==> src/rtl/mmu_ctx.sv <==
// -----------------------------------------------------------------------------
// mmu_ctx -- context-switching MMU / address decoder for a 6809 system.
//
// Sits between the 6809 address bus and the ROM/RAM/I/O chip selects. Virtual
// pages (top PAGE_BITS of the address) are translated to physical frames
// through one page table per context. Each page-table entry carries an
// invalid bit and a write-protect bit. A bounded stack of {io_mapped,
// rom_mapped} modes is pushed by the rising edge of BS (interrupt/reset vector
// fetch), so the kernel always runs with I/O and ROM mapped. Page faults latch
// their cause, virtual page and context. The kernel reads these back through
// the I/O window at $FExx.
//
// Ports:
//   i_eclk       6809 E clock; all state changes on its rising edge
//   i_reset      synchronous, active-high reset
//   i_rw         6809 R/W (1 = read)
//   i_addr[15:0] virtual address
//   i_data[7:0]  write data from the CPU
//   i_bs         6809 BS line
//   o_data[7:0]  register read data (status window $FEAx)
//   o_data_oe    high while o_data must drive the bus (E-high only)
//   romcs_n      ROM chip select
//   ramcs_n      RAM chip select, suppressed on a faulting access
//   dev_n[3:0]   device selects for $FE1x..$FE4x (bit 0 = $FE1x)
//   paddr        translated physical frame number
//   pgfault_n    one-E-cycle page-fault pulse toward NMI
//   fault_state  current state of the fault FSM, for observation
//
// Register window while I/O is mapped, selected by i_addr[7:4]:
//   1-4 device selects, 5 set rom_mapped of top entry from i_addr[0],
//   6 enter user mode (stack cleared to a single user entry),
//   7 write PTE in context ctx_sel, 8 pop mode stack,
//   9 write ctx_user (A0=0) or ctx_sel (A0=1), A read fault status.
// -----------------------------------------------------------------------------
module mmu_ctx #(
    parameter int NCTX        = 4,
    parameter int PAGE_BITS   = 3,
    parameter int FRAME_BITS  = 6,
    parameter int STACK_DEPTH = 4
) (
    input  logic                  i_eclk,
    input  logic                  i_reset,
    input  logic                  i_rw,
    input  logic [15:0]           i_addr,
    input  logic [7:0]            i_data,
    input  logic                  i_bs,
    output logic [7:0]            o_data,
    output logic                  o_data_oe,
    output logic                  romcs_n,
    output logic                  ramcs_n,
    output logic [3:0]            dev_n,
    output logic [FRAME_BITS-1:0] paddr,
    output logic                  pgfault_n,
    output logic [1:0]            fault_state
);

    localparam int CTX_BITS = $clog2(NCTX);
    localparam int SP_BITS  = $clog2(STACK_DEPTH);
    localparam int PAGES    = 1 << PAGE_BITS;
    localparam int ENTRIES  = NCTX * PAGES;

    localparam logic [SP_BITS-1:0] SP_TOP = SP_BITS'(STACK_DEPTH - 1);

    typedef enum logic [1:0] {
        F_IDLE  = 2'd0,
        F_PULSE = 2'd1,
        F_WAIT  = 2'd2
    } fault_state_t;

    // ---------------------------------------------------------------------
    // State
    // ---------------------------------------------------------------------
    logic [SP_BITS-1:0]     sp;
    logic [STACK_DEPTH-1:0] io_stk;
    logic [STACK_DEPTH-1:0] rom_stk;
    logic [CTX_BITS-1:0]    ctx_user;
    logic [CTX_BITS-1:0]    ctx_sel;
    // Page tables, flattened: entry index is {context, virtual page}.
    logic [7:0]             pt [ENTRIES];
    fault_state_t           fstate;
    logic [PAGE_BITS-1:0]   fault_vpage;
    logic [CTX_BITS-1:0]    fault_ctx;
    logic                   wp_cause;
    logic                   inv_cause;
    logic                   ovf;
    logic                   prev_bs;

    // ---------------------------------------------------------------------
    // Combinational decode and translation
    // ---------------------------------------------------------------------
    logic                  io_cur;
    logic                  rom_cur;
    logic [PAGE_BITS-1:0]  vpage;
    logic [CTX_BITS-1:0]   act_ctx;
    logic [7:0]            pte;
    logic                  fault_cond;
    logic                  rom_sel;
    logic                  io_active;
    logic [3:0]            win;
    logic                  status_rd;
    logic                  push;
    logic [SP_BITS-1:0]    sp_inc;
    logic [7:0]            status_byte;

    assign io_cur  = io_stk[sp];
    assign rom_cur = rom_stk[sp];
    assign vpage   = i_addr[15:16-PAGE_BITS];
    // The kernel always translates through context 0.
    assign act_ctx = io_cur ? '0 : ctx_user;
    assign pte     = pt[{act_ctx, vpage}];

    // Only user-mode accesses can fault; the kernel sees everything.
    assign fault_cond = !io_cur && (pte[7] || (pte[6] && !i_rw));

    assign rom_sel   = (i_addr[15:8] == 8'hFF) ||
                       ((i_addr >= 16'h2000) && (i_addr <= 16'h7FFF) && rom_cur);
    assign io_active = (i_addr[15:8] == 8'hFE) && io_cur;
    assign win       = i_addr[7:4];
    assign status_rd = io_active && (win == 4'hA) && i_rw;

    // Only the first high cycle of BS counts as a push.
    assign push   = i_bs && !prev_bs;
    assign sp_inc = sp + 1'b1;

    assign status_byte = {wp_cause, inv_cause, ovf, 5'(fault_vpage)};

    assign romcs_n   = !(i_eclk && rom_sel);
    assign ramcs_n   = !(i_eclk && !rom_sel && !io_active && !fault_cond);
    assign paddr     = pte[FRAME_BITS-1:0];
    assign o_data_oe = i_eclk && status_rd;
    assign o_data    = !status_rd ? 8'h00 :
                       (i_addr[0] ? 8'(fault_ctx) : status_byte);
    assign fault_state = fstate;

    always_comb begin
        dev_n = 4'hF;
        for (int n = 0; n < 4; n++) begin
            if (i_eclk && io_active && (win == 4'(n + 1))) begin
                dev_n[n] = 1'b0;
            end
        end
    end

    // ---------------------------------------------------------------------
    // Mode stack, control registers, page tables and fault FSM
    // ---------------------------------------------------------------------
    always_ff @(posedge i_eclk) begin
        if (i_reset) begin
            sp          <= '0;
            io_stk      <= STACK_DEPTH'(1);
            rom_stk     <= STACK_DEPTH'(1);
            ctx_user    <= '0;
            ctx_sel     <= '0;
            fstate      <= F_IDLE;
            pgfault_n   <= 1'b1;
            fault_vpage <= '0;
            fault_ctx   <= '0;
            wp_cause    <= 1'b0;
            inv_cause   <= 1'b0;
            ovf         <= 1'b0;
            prev_bs     <= 1'b0;
            // Kernel context is an identity map; user contexts start empty.
            for (int i = 0; i < ENTRIES; i++) begin
                pt[i] <= (i < PAGES) ? 8'(i) : 8'h80;
            end
        end else begin
            prev_bs <= i_bs;

            // A BS push wins over any register-window action this cycle.
            if (push) begin
                if (sp == SP_TOP) begin
                    // Saturate: reuse the top entry and remember the overflow.
                    ovf          <= 1'b1;
                    io_stk[sp]   <= 1'b1;
                    rom_stk[sp]  <= 1'b1;
                end else begin
                    sp              <= sp_inc;
                    io_stk[sp_inc]  <= 1'b1;
                    rom_stk[sp_inc] <= 1'b1;
                end
            end else if (io_active) begin
                case (win)
                    4'h5: rom_stk[sp] <= i_addr[0];
                    4'h6: begin
                        sp         <= '0;
                        io_stk[0]  <= 1'b0;
                        rom_stk[0] <= 1'b0;
                    end
                    4'h7: if (!i_rw) pt[{ctx_sel, i_addr[PAGE_BITS-1:0]}] <= i_data;
                    4'h8: if (sp != '0) sp <= sp - 1'b1;
                    4'h9: begin
                        if (!i_rw) begin
                            if (i_addr[0]) ctx_sel  <= i_data[CTX_BITS-1:0];
                            else           ctx_user <= i_data[CTX_BITS-1:0];
                        end
                    end
                    default: ;
                endcase
            end

            // Fault FSM: one pulse per fault, then hold off further captures
            // until the kernel is back in control (I/O mapped).
            case (fstate)
                F_IDLE: begin
                    if (fault_cond) begin
                        fstate      <= F_PULSE;
                        pgfault_n   <= 1'b0;
                        fault_vpage <= vpage;
                        fault_ctx   <= act_ctx;
                        wp_cause    <= pte[6] && !i_rw;
                        inv_cause   <= pte[7];
                    end
                end
                F_PULSE: begin
                    fstate    <= F_WAIT;
                    pgfault_n <= 1'b1;
                end
                F_WAIT: begin
                    if (io_cur) fstate <= F_IDLE;
                end
                default: begin
                    fstate    <= F_IDLE;
                    pgfault_n <= 1'b1;
                end
            endcase
        end
    end

endmodule
==> config.mk <==
export PLATFORM = sky130hd
export DESIGN_NAME = mmu_ctx
export DESIGN_NICKNAME = d
export VERILOG_FILES = /design/src/rtl/mmu_ctx.sv
export SDC_FILE = /design/constraint.sdc
export NUM_CORES = 1
export LEC_CHECK = 0
export ABC_AREA = 0
export CORE_AREA = 2 2 170 130
export DETAILED_ROUTE_END_ITERATION = 7
export DIE_AREA = 0 0 172 132
export PLACE_DENSITY = 0.83
export SYNTH_ARGS = -nofsm -noshare
export SYNTH_HDL_FRONTEND = slang
export SYNTH_SLANG_ARGS = --single-unit
==> constraint.sdc <==
create_clock -name i_eclk -period 4.2 [get_ports i_eclk]
set_clock_uncertainty 0.05 [all_clocks]
set_input_delay 0.63 -clock i_eclk [delete_from_list [all_inputs] [get_ports i_eclk]]
set_output_delay 0.63 -clock i_eclk [all_outputs]
set_load 0.01 [all_outputs]
==> flow_results.xml, run 1 <==
<?xml version="1.0" encoding="UTF-8"?>
<metrics>
  <group name="clock_network">
    <metric name="clock_latency_of_the_later_clocked_register_in_the_worst_skew_pair" unit="ps">660</metric>
    <metric name="clock_slew_seen_by_the_registers_of_the_worst_setup_and_hold_paths" unit="ps">60</metric>
    <metric name="cts_tree" unit="">built</metric>
    <metric name="hold_buffers" unit="">0</metric>
  </group>
  <group name="placed_design">
    <metric name="place.port_buffers" unit="">48</metric>
    <metric name="gp_congestion" unit="">0.881</metric>
    <metric name="detailed_place_hpwl" unit="um">20900</metric>
    <metric name="dpl_cell_area" unit="um2">14400</metric>
  </group>
  <group name="die">
    <metric name="rows" unit="">46</metric>
    <metric name="chipWidth" unit="um">172</metric>
    <metric name="initial_core_utilization" unit="">0.643</metric>
    <metric name="die-area" unit="um2">22700</metric>
    <metric name="core_area" unit="um2">21000</metric>
    <metric name="design.portCount" unit="">52</metric>
    <metric name="height_of_the_die" unit="um">132</metric>
  </group>
  <group name="critical_path">
    <metric name="worst_path_most_repeated_cell" unit="">clkbuf_16</metric>
    <metric name="cp-end-kind" unit="">output pin</metric>
    <metric name="timing.critical_path.max_delay_family" unit="">buffers and inverters</metric>
    <metric name="critPathLaunchType" unit="">clock port</metric>
    <metric name="depth_of_the_critical_timing_path_with_buffers_and_inverters_included" unit="">7</metric>
    <metric name="timing.critical_path.slowest_stage_cell" unit="">clkdlybuf4s50_1</metric>
    <metric name="series_of_cell_instances_along_the_critical_path" unit="">clkbuf_16, clkbuf_16, clkbuf_16, clkbuf_16, inv_1, or2_2, clkdlybuf4s50_1</metric>
    <metric name="crit_fanout" unit="">13</metric>
    <metric name="r2r_cells" unit="">8</metric>
    <metric name="crit_type" unit="">clk -&gt; out</metric>
    <metric name="critical_path_required" unit="ps">3520</metric>
    <metric name="critical_path.max_stage_delay" unit="ps">520</metric>
    <metric name="cp.arrival" unit="ps">3440</metric>
    <metric name="critical_path_buf_inv_count" unit="">6</metric>
  </group>
  <group name="routing">
    <metric name="wirelength_met1" unit="um">12900</metric>
    <metric name="drt-initial-drc-count" unit="">1244</metric>
    <metric name="vias_after_detailed_routing" unit="">8644</metric>
    <metric name="dr_wl_met3" unit="um">4000</metric>
    <metric name="route.met2.wl" unit="um">14300</metric>
    <metric name="highest_signal_layer_in_the_routed_design" unit="">met4</metric>
    <metric name="drc" unit="">0</metric>
    <metric name="routed_wirelength" unit="um">32300</metric>
    <metric name="post_drt_wl_per_cell" unit="um">23.5</metric>
    <metric name="avgViaCountPerCell" unit="">6.29</metric>
    <metric name="drt_first_pass_iters" unit="">5</metric>
    <metric name="final_ant_viol_nets" unit="">0</metric>
  </group>
  <group name="timing">
    <metric name="final-hold-violation-count" unit="">0</metric>
    <metric name="timing.setup.tns" unit="ps">0</metric>
    <metric name="final-max-slew-violation-count" unit="">0</metric>
    <metric name="fmax" unit="MHz">243</metric>
    <metric name="worstMarginPinSlew" unit="ps">1250</metric>
    <metric name="rsz0062_at_grt" unit="">false</metric>
    <metric name="share_of_the_clock_period_used_by_the_worst_path_after_layout" unit="">0.982</metric>
    <metric name="max-slew-margin-rel" unit="">0.167</metric>
    <metric name="min_period" unit="ps">4120</metric>
    <metric name="setup_viol" unit="">0</metric>
  </group>
  <group name="global_route">
    <metric name="first_pass_grt_wire_length" unit="um">49500</metric>
    <metric name="maximum_number_of_pins_on_one_net_before_global_route_repair" unit="">64</metric>
    <metric name="antenna_violations_before_repair" unit="">0</metric>
    <metric name="grt_overflow" unit="">0</metric>
    <metric name="grt_pass1_vias" unit="">8630</metric>
    <metric name="track_usage" unit="">0.295</metric>
  </group>
  <group name="synthesis">
    <metric name="synthesis.instances" unit="">1003</metric>
    <metric name="synth.area.top_cells" unit="">edfxtp_1 57%, and2_1 10%, mux4_2 8.2%</metric>
    <metric name="post_synth.cell_area_avg" unit="um2">13.4</metric>
    <metric name="cell_type_with_the_largest_total_area_after_synthesis" unit="">edfxtp_1</metric>
    <metric name="synth-warning-count" unit="">0</metric>
    <metric name="synth_top_area_share" unit="">0.571</metric>
    <metric name="seq_area_frac_synth" unit="">0.609</metric>
    <metric name="ys_ff_latch" unit="">282</metric>
    <metric name="synth.cell_area" unit="um2">13500</metric>
    <metric name="yosys.cell_types.count" unit="">51</metric>
    <metric name="dominantRegCellSynth" unit="">edfxtp_1</metric>
    <metric name="synthArstFlopShare" unit="">0</metric>
    <metric name="synth_enable_flop_cells" unit="">256</metric>
  </group>
  <group name="power_and_ir_drop">
    <metric name="p_leak" unit="nW">5.59</metric>
    <metric name="switching_power" unit="mW">1.43</metric>
    <metric name="internal_power" unit="mW">5.01</metric>
    <metric name="irDropWorstVdd" unit="mV">0.345</metric>
    <metric name="sw_share" unit="">0.222</metric>
    <metric name="pwr-share-comb" unit="">0.071</metric>
    <metric name="clock_power_share" unit="">0.439</metric>
    <metric name="p_per_area" unit="nW/um2">417</metric>
    <metric name="power.sequential.fraction" unit="">0.491</metric>
  </group>
  <group name="hold_path">
    <metric name="worst_hold_path_type" unit="">reg -&gt; reg</metric>
    <metric name="whs_path_depth" unit="">2</metric>
  </group>
  <group name="layout">
    <metric name="fraction_of_final_layout_cells_with_drive_strength_greater_than_1" unit="">0.197</metric>
    <metric name="final_net_count" unit="">1096</metric>
    <metric name="antenna_cells_inserted" unit="">0</metric>
    <metric name="area_growth" unit="%">14.7</metric>
    <metric name="design_area" unit="um2">15400</metric>
  </group>
  <group name="outcome">
    <metric name="outcome" unit="">completed</metric>
  </group>
  <group name="run">
    <metric name="timing.max_cap.violations" unit="">0</metric>
  </group>
</metrics>
-- through the flow --
stage | power, mW | util | worst slack, ps | hold WS, ps | std cells
2_1_floorplan | 3.51 | - | 906 | 372 | 1004
3_3_place_gp | 3.68 | 0.686 | 250 | 388 | 1313
3_5_place_dp | 3.70 | 0.686 | 135 | 404 | 1313
4_1_cts | 6.44 | 0.736 | 11.8 | 416 | 1372
5_1_grt | 6.59 | 0.737 | 24.7 | 434 | 1375
6_report | 6.44 | 0.737 | 77.6 | 411 | 1375
-- per-layer routing --
metal	track usage	vias up
met5	0	-
met1	0.431	4232
li1	-	3774
met4	0.114	0
met2	0.424	543
met3	0.0865	95
-- placed cells by master (no fill, tap or decap), drive strengths merged, types with 3 or more instances in the layout --
| cell type | netlist | layout |
|---|---|---|
| edfxtp | 256 | 256 |
| and2 | 225 | 225 |
| nor2 | 55 | 55 |
| buf | 31 | 51 |
| mux4 | 50 | 50 |
| clkdlybuf4s50 | 0 | 42 |
| mux2i | 40 | 40 |
| or3 | 38 | 38 |
| clkbuf | 41 | 37 |
| or2 | 36 | 36 |
| a21oi | 32 | 32 |
| nand2 | 29 | 29 |
| dfxtp | 26 | 26 |
| mux2 | 17 | 17 |
| nor2b | 14 | 14 |
| o21ai | 14 | 14 |
| clkinv | 0 | 14 |
| nand2b | 13 | 13 |
| inv | 10 | 12 |
| nand3 | 10 | 10 |
| o31ai | 7 | 7 |
| o221ai | 6 | 6 |
| o22ai | 6 | 6 |
| a22oi | 6 | 6 |
| a211oi | 5 | 5 |
| nor3 | 4 | 4 |
| ha | 4 | 4 |
| bufinv | 0 | 4 |
| nand4 | 4 | 4 |
| a31oi | 3 | 3 |
| nand3b | 3 | 3 |
| nor4 | 3 | 3 |
-- worst paths after layout --
kind / from / endpoint / slack [ps]
hold / removal: io_stk[3] / io_stk[3] / 410
setup reg to reg: sp[0] / pt[5][3] / 800
setup / recovery: i_eclk / romcs_n / 80
hold reg to reg: io_stk[3] / io_stk[3] / 410
-- cell families (layout without fill, tap and decap cells) --
group,after synthesis,count (layout),synth area share
multiplexers,107,107,0.128
other,1,2,0.000278
AO/OA/AOI/OAI,91,91,0.0426
buffers and inverters,82,165,0.0268
adder cells (fa/ha/maj),4,4,0.00372
AND/OR/NAND/NOR,436,436,0.189
flip-flops,282,282,0.609
-- worst reg2reg max path, delay by kind of cell (launching register included) --
family / cells / cell delay (ps)
DFF: 1 / 460
muxes: 1 / 380
and+or+nand+nor: 6 / 2060
buffers and inverters: 1 / 150
-- cells in the mapped netlist (all sizes together), types with 4 or more instances --
cell type  instances
a211oi             5
a21oi             32
a22oi              6
and2             225
buf               31
clkbuf            41
dfxtp             26
edfxtp           256
ha                 4
inv               10
mux2              17
mux2i             40
mux4              50
nand2             29
nand2b            13
nand3             10
nand4              4
nor2              55
nor2b             14
nor3               4
o21ai             14
o221ai             6
o22ai              6
o31ai              7
or2               36
or3               38
-- power by group through the flow --
stage / Sequential, mW / Clock, mW / Combinational (mW)
floorplan: 3.21 / 0.0204 / 0.280
global placement: 3.21 / 0.0389 / 0.431
detailed placement: 3.22 / 0.0389 / 0.440
CTS: 3.16 / 2.83 / 0.444
global route: 3.17 / 2.95 / 0.480
finish: 3.16 / 2.82 / 0.455
-- registers in the layout (all words and copies together), names as in the netlist --
signal       count
ovf              1
rom_stk          4
io_stk           4
fault_vpage      3
inv_cause        1
sp               2
pgfault_n        1
wp_cause         1
prev_bs          1
fault_ctx        2
pt             256
fault_state      2
ctx_user         2
ctx_sel          2
-- what timing repair did --
action                                 4_1_cts  5_1_grt
setup endpoints to repair                   10        3
buffers inserted                             0        3
gates resized for setup                      5        2
endpoints found under the hold margin        0        0
-- area by class of cell --
class,count,area (um2)
Sequential cell,282,8210
Fill cell,1329,5500
Multi-Input combinational cell,640,4910
Clock buffer,44,915
Timing Repair Buffer,89,808
Tap cell,288,360
Clock inverter,23,208
Inverter,9,33.8
Note: power is estimated with default switching activity, not from simulation.
==> run 2, diff against run 1 <==
Settings changed: HOLD_SLACK_MARGIN set to 0.08.
==> results of run 2 <==
No change in the layout: final DEF, timing and power equal those of run 1.
==> run 3, diff against run 2 <==
Settings changed: ABC_AREA 0 to unset, CORE_AREA 2 2 170 130 to 2 2 166 127, CTS_BUF_LIST set to sky130_fd_sc_hd__clkbuf_8, DIE_AREA 0 0 172 132 to 0 0 168 129, PLACE_DENSITY 0.83 to 0.87.
==> run 3 against run 2 <==
Final cell count about the same. Worst hold slack worse by 7.5 ps. Utilization up 2.3 points. Critical path type is now reg -> out. Count of clock-buffer cells in the layout up 12. Largest power group unchanged. Combinational power down 2%. Via count up 1.8%. Critical endpoint is now ramcs_n.
==> flow_results.xml, run 3 (synthesis gave the netlist of run 1 again) <==
<?xml version="1.0" encoding="UTF-8"?>
<metrics>
  <group name="global_route">
    <metric name="first_pass_grt_wire_length" unit="um">49500</metric>
    <metric name="maximum_number_of_pins_on_one_net_before_global_route_repair" unit="">64</metric>
    <metric name="grt_overflow" unit="">0</metric>
    <metric name="grt_pass1_vias" unit="">8709</metric>
    <metric name="antenna_violations_before_repair" unit="">0</metric>
    <metric name="track_usage" unit="">0.308</metric>
  </group>
  <group name="layout">
    <metric name="final_cell_count_no_fill" unit="">1374</metric>
    <metric name="final_net_count" unit="">1118</metric>
    <metric name="num-fill-cells" unit="">1170</metric>
    <metric name="fraction_of_final_layout_cells_with_drive_strength_greater_than_1" unit="">0.200</metric>
    <metric name="largest_reg_flops" unit="">256</metric>
    <metric name="final_cell_mix" unit="">256 x edfxtp_1, 225 x and2_1, 54 x nor2_1, 53 x buf_4</metric>
    <metric name="area_growth" unit="%">12.8</metric>
    <metric name="layout_top_registers" unit="">pt x256, io_stk x4, rom_stk x4</metric>
    <metric name="layout.cells.most_common" unit="">edfxtp_1</metric>
    <metric name="registers.top_by_ff_count" unit="">pt</metric>
  </group>
  <group name="critical_path">
    <metric name="critical_path_required" unit="ps">3520</metric>
    <metric name="critical_path.max_stage_delay" unit="ps">630</metric>
    <metric name="cp.arrival" unit="ps">3440</metric>
    <metric name="critPathLaunchType" unit="">flop</metric>
    <metric name="crit_type" unit="">reg -&gt; out</metric>
    <metric name="timing.critical_path.slowest_stage_cell" unit="">mux4_2</metric>
    <metric name="critical_path_buf_inv_count" unit="">2</metric>
    <metric name="crit_fanout" unit="">15</metric>
    <metric name="series_of_cell_instances_along_the_critical_path" unit="">mux4_2, nand2b_1, buf_4, a21oi_1, or2_2, nor2_1, o2111ai_1, clkdlybuf4s50_1</metric>
    <metric name="timing.critical_path.max_delay_family" unit="">buffers and inverters</metric>
    <metric name="cp-end-kind" unit="">output pin</metric>
  </group>
  <group name="routing">
    <metric name="drc" unit="">0</metric>
    <metric name="vias_after_detailed_routing" unit="">8798</metric>
    <metric name="drt-initial-drc-count" unit="">1158</metric>
    <metric name="post_drt_wl_per_cell" unit="um">23.5</metric>
    <metric name="drt_first_pass_iters" unit="">5</metric>
    <metric name="final_ant_viol_nets" unit="">0</metric>
    <metric name="routed_wirelength" unit="um">32200</metric>
    <metric name="avgViaCountPerCell" unit="">6.40</metric>
  </group>
  <group name="die">
    <metric name="core_area" unit="um2">20000</metric>
    <metric name="die-area" unit="um2">21700</metric>
    <metric name="height_of_the_die" unit="um">129</metric>
    <metric name="design.portCount" unit="">52</metric>
    <metric name="chipWidth" unit="um">168</metric>
    <metric name="rows" unit="">45</metric>
    <metric name="initial_core_utilization" unit="">0.674</metric>
  </group>
  <group name="placed_design">
    <metric name="place.port_buffers" unit="">48</metric>
    <metric name="gp_congestion" unit="">0.862</metric>
    <metric name="placedCellCount" unit="">1291</metric>
    <metric name="detailed_place_hpwl" unit="um">21400</metric>
  </group>
  <group name="power_and_ir_drop">
    <metric name="p_leak" unit="nW">5.58</metric>
    <metric name="irDropWorstVdd" unit="mV">0.209</metric>
    <metric name="report.power.total" unit="mW">5.76</metric>
    <metric name="p_per_area" unit="nW/um2">379</metric>
  </group>
  <group name="outcome">
    <metric name="outcome" unit="">completed</metric>
  </group>
  <group name="timing">
    <metric name="fmax" unit="MHz">243</metric>
    <metric name="min_period" unit="ps">4120</metric>
    <metric name="max-slew-margin-rel" unit="">0.186</metric>
    <metric name="worstMarginPinSlew" unit="ps">1220</metric>
    <metric name="final-max-slew-violation-count" unit="">0</metric>
    <metric name="timing.setup.tns" unit="ps">0</metric>
    <metric name="setup_viol" unit="">0</metric>
    <metric name="final-hold-violation-count" unit="">0</metric>
    <metric name="rsz0062_at_grt" unit="">false</metric>
    <metric name="share_of_the_clock_period_used_by_the_worst_path_after_layout" unit="">0.981</metric>
  </group>
  <group name="clock_network">
    <metric name="cts_tree" unit="">built</metric>
    <metric name="hold_buffers" unit="">0</metric>
    <metric name="clock_slew_seen_by_the_registers_of_the_worst_setup_and_hold_paths" unit="ps">70</metric>
    <metric name="clock_latency_of_the_later_clocked_register_in_the_worst_skew_pair" unit="ps">650</metric>
  </group>
  <group name="run">
    <metric name="timing.max_cap.violations" unit="">0</metric>
  </group>
  <group name="hold_path">
    <metric name="worst_hold_path_type" unit="">reg -&gt; reg</metric>
  </group>
</metrics>
==> run 3: metal layers <==
layer | up-vias | routed length, um | GRT usage
met5 | - | 0 | 0.0130
met4 | 0 | 865 | 0.122
met3 | 75 | 3800 | 0.0917
met2 | 569 | 14700 | 0.469
met1 | 4339 | 12900 | 0.426
li1 | 3815 | - | -
==> run 3: worst paths after layout <==
kind,slack [ps],startpoint,to,depth (start not counted)
min,400,io_stk[3],io_stk[3],2
min reg2reg,400,io_stk[3],io_stk[3],2
max,80,sp[1],ramcs_n,8
max reg2reg,860,sp[0],pt[22][0],9
==> run 3: timing repair <==
action                     in CTS  in global routing
setup endpoints to repair       6                  6
resized for setup               1                  3
setup buffers                   0                  2
==> run 3: layout make-up <==
class | count | area (um2) | share of cell area
multi-input cells | 640 | 4910 | 0.323
well taps | 258 | 323 | 0.0212
repair buffers | 96 | 848 | 0.0558
flip-flops and latches | 282 | 8210 | 0.540
diodes | 1 | 2.50 | 0.000165
inverters | 9 | 33.8 | 0.00222
clock inverters | 32 | 124 | 0.00815
clock buffers | 56 | 749 | 0.0493
==> run 3: report_power, final <==
part,total (mW),switching (mW),internal [mW]
Sequential,3.16,0.0333,3.13
Clock,2.15,1.06,1.09
Combinational,0.444,0.264,0.179
Total,5.76,1.36,4.40
==> run 3: per-stage QoR <==
step / cell area, um2 / setup WS, ps / hold slack, ps / utilization
2_1_floorplan: 13500 / 906 / 372 / -
3_3_place_gp: 14400 / 309 / 384 / 0.719
3_5_place_dp: 14400 / 181 / 388 / 0.719
4_1_cts: 15200 / 11.1 / 400 / 0.759
5_1_grt: 15200 / 30.0 / 424 / 0.760
6_report: 15200 / 77.8 / 404 / 0.760
==> run 3: worst register-to-register path: cells and delay by family, from the launching register on <==
family | cells | cell delay (ps)
buffers and inverters | 2 | 240
flip-flops | 1 | 470
multiplexers | 1 | 370
AND/OR/NAND/NOR | 6 | 1910
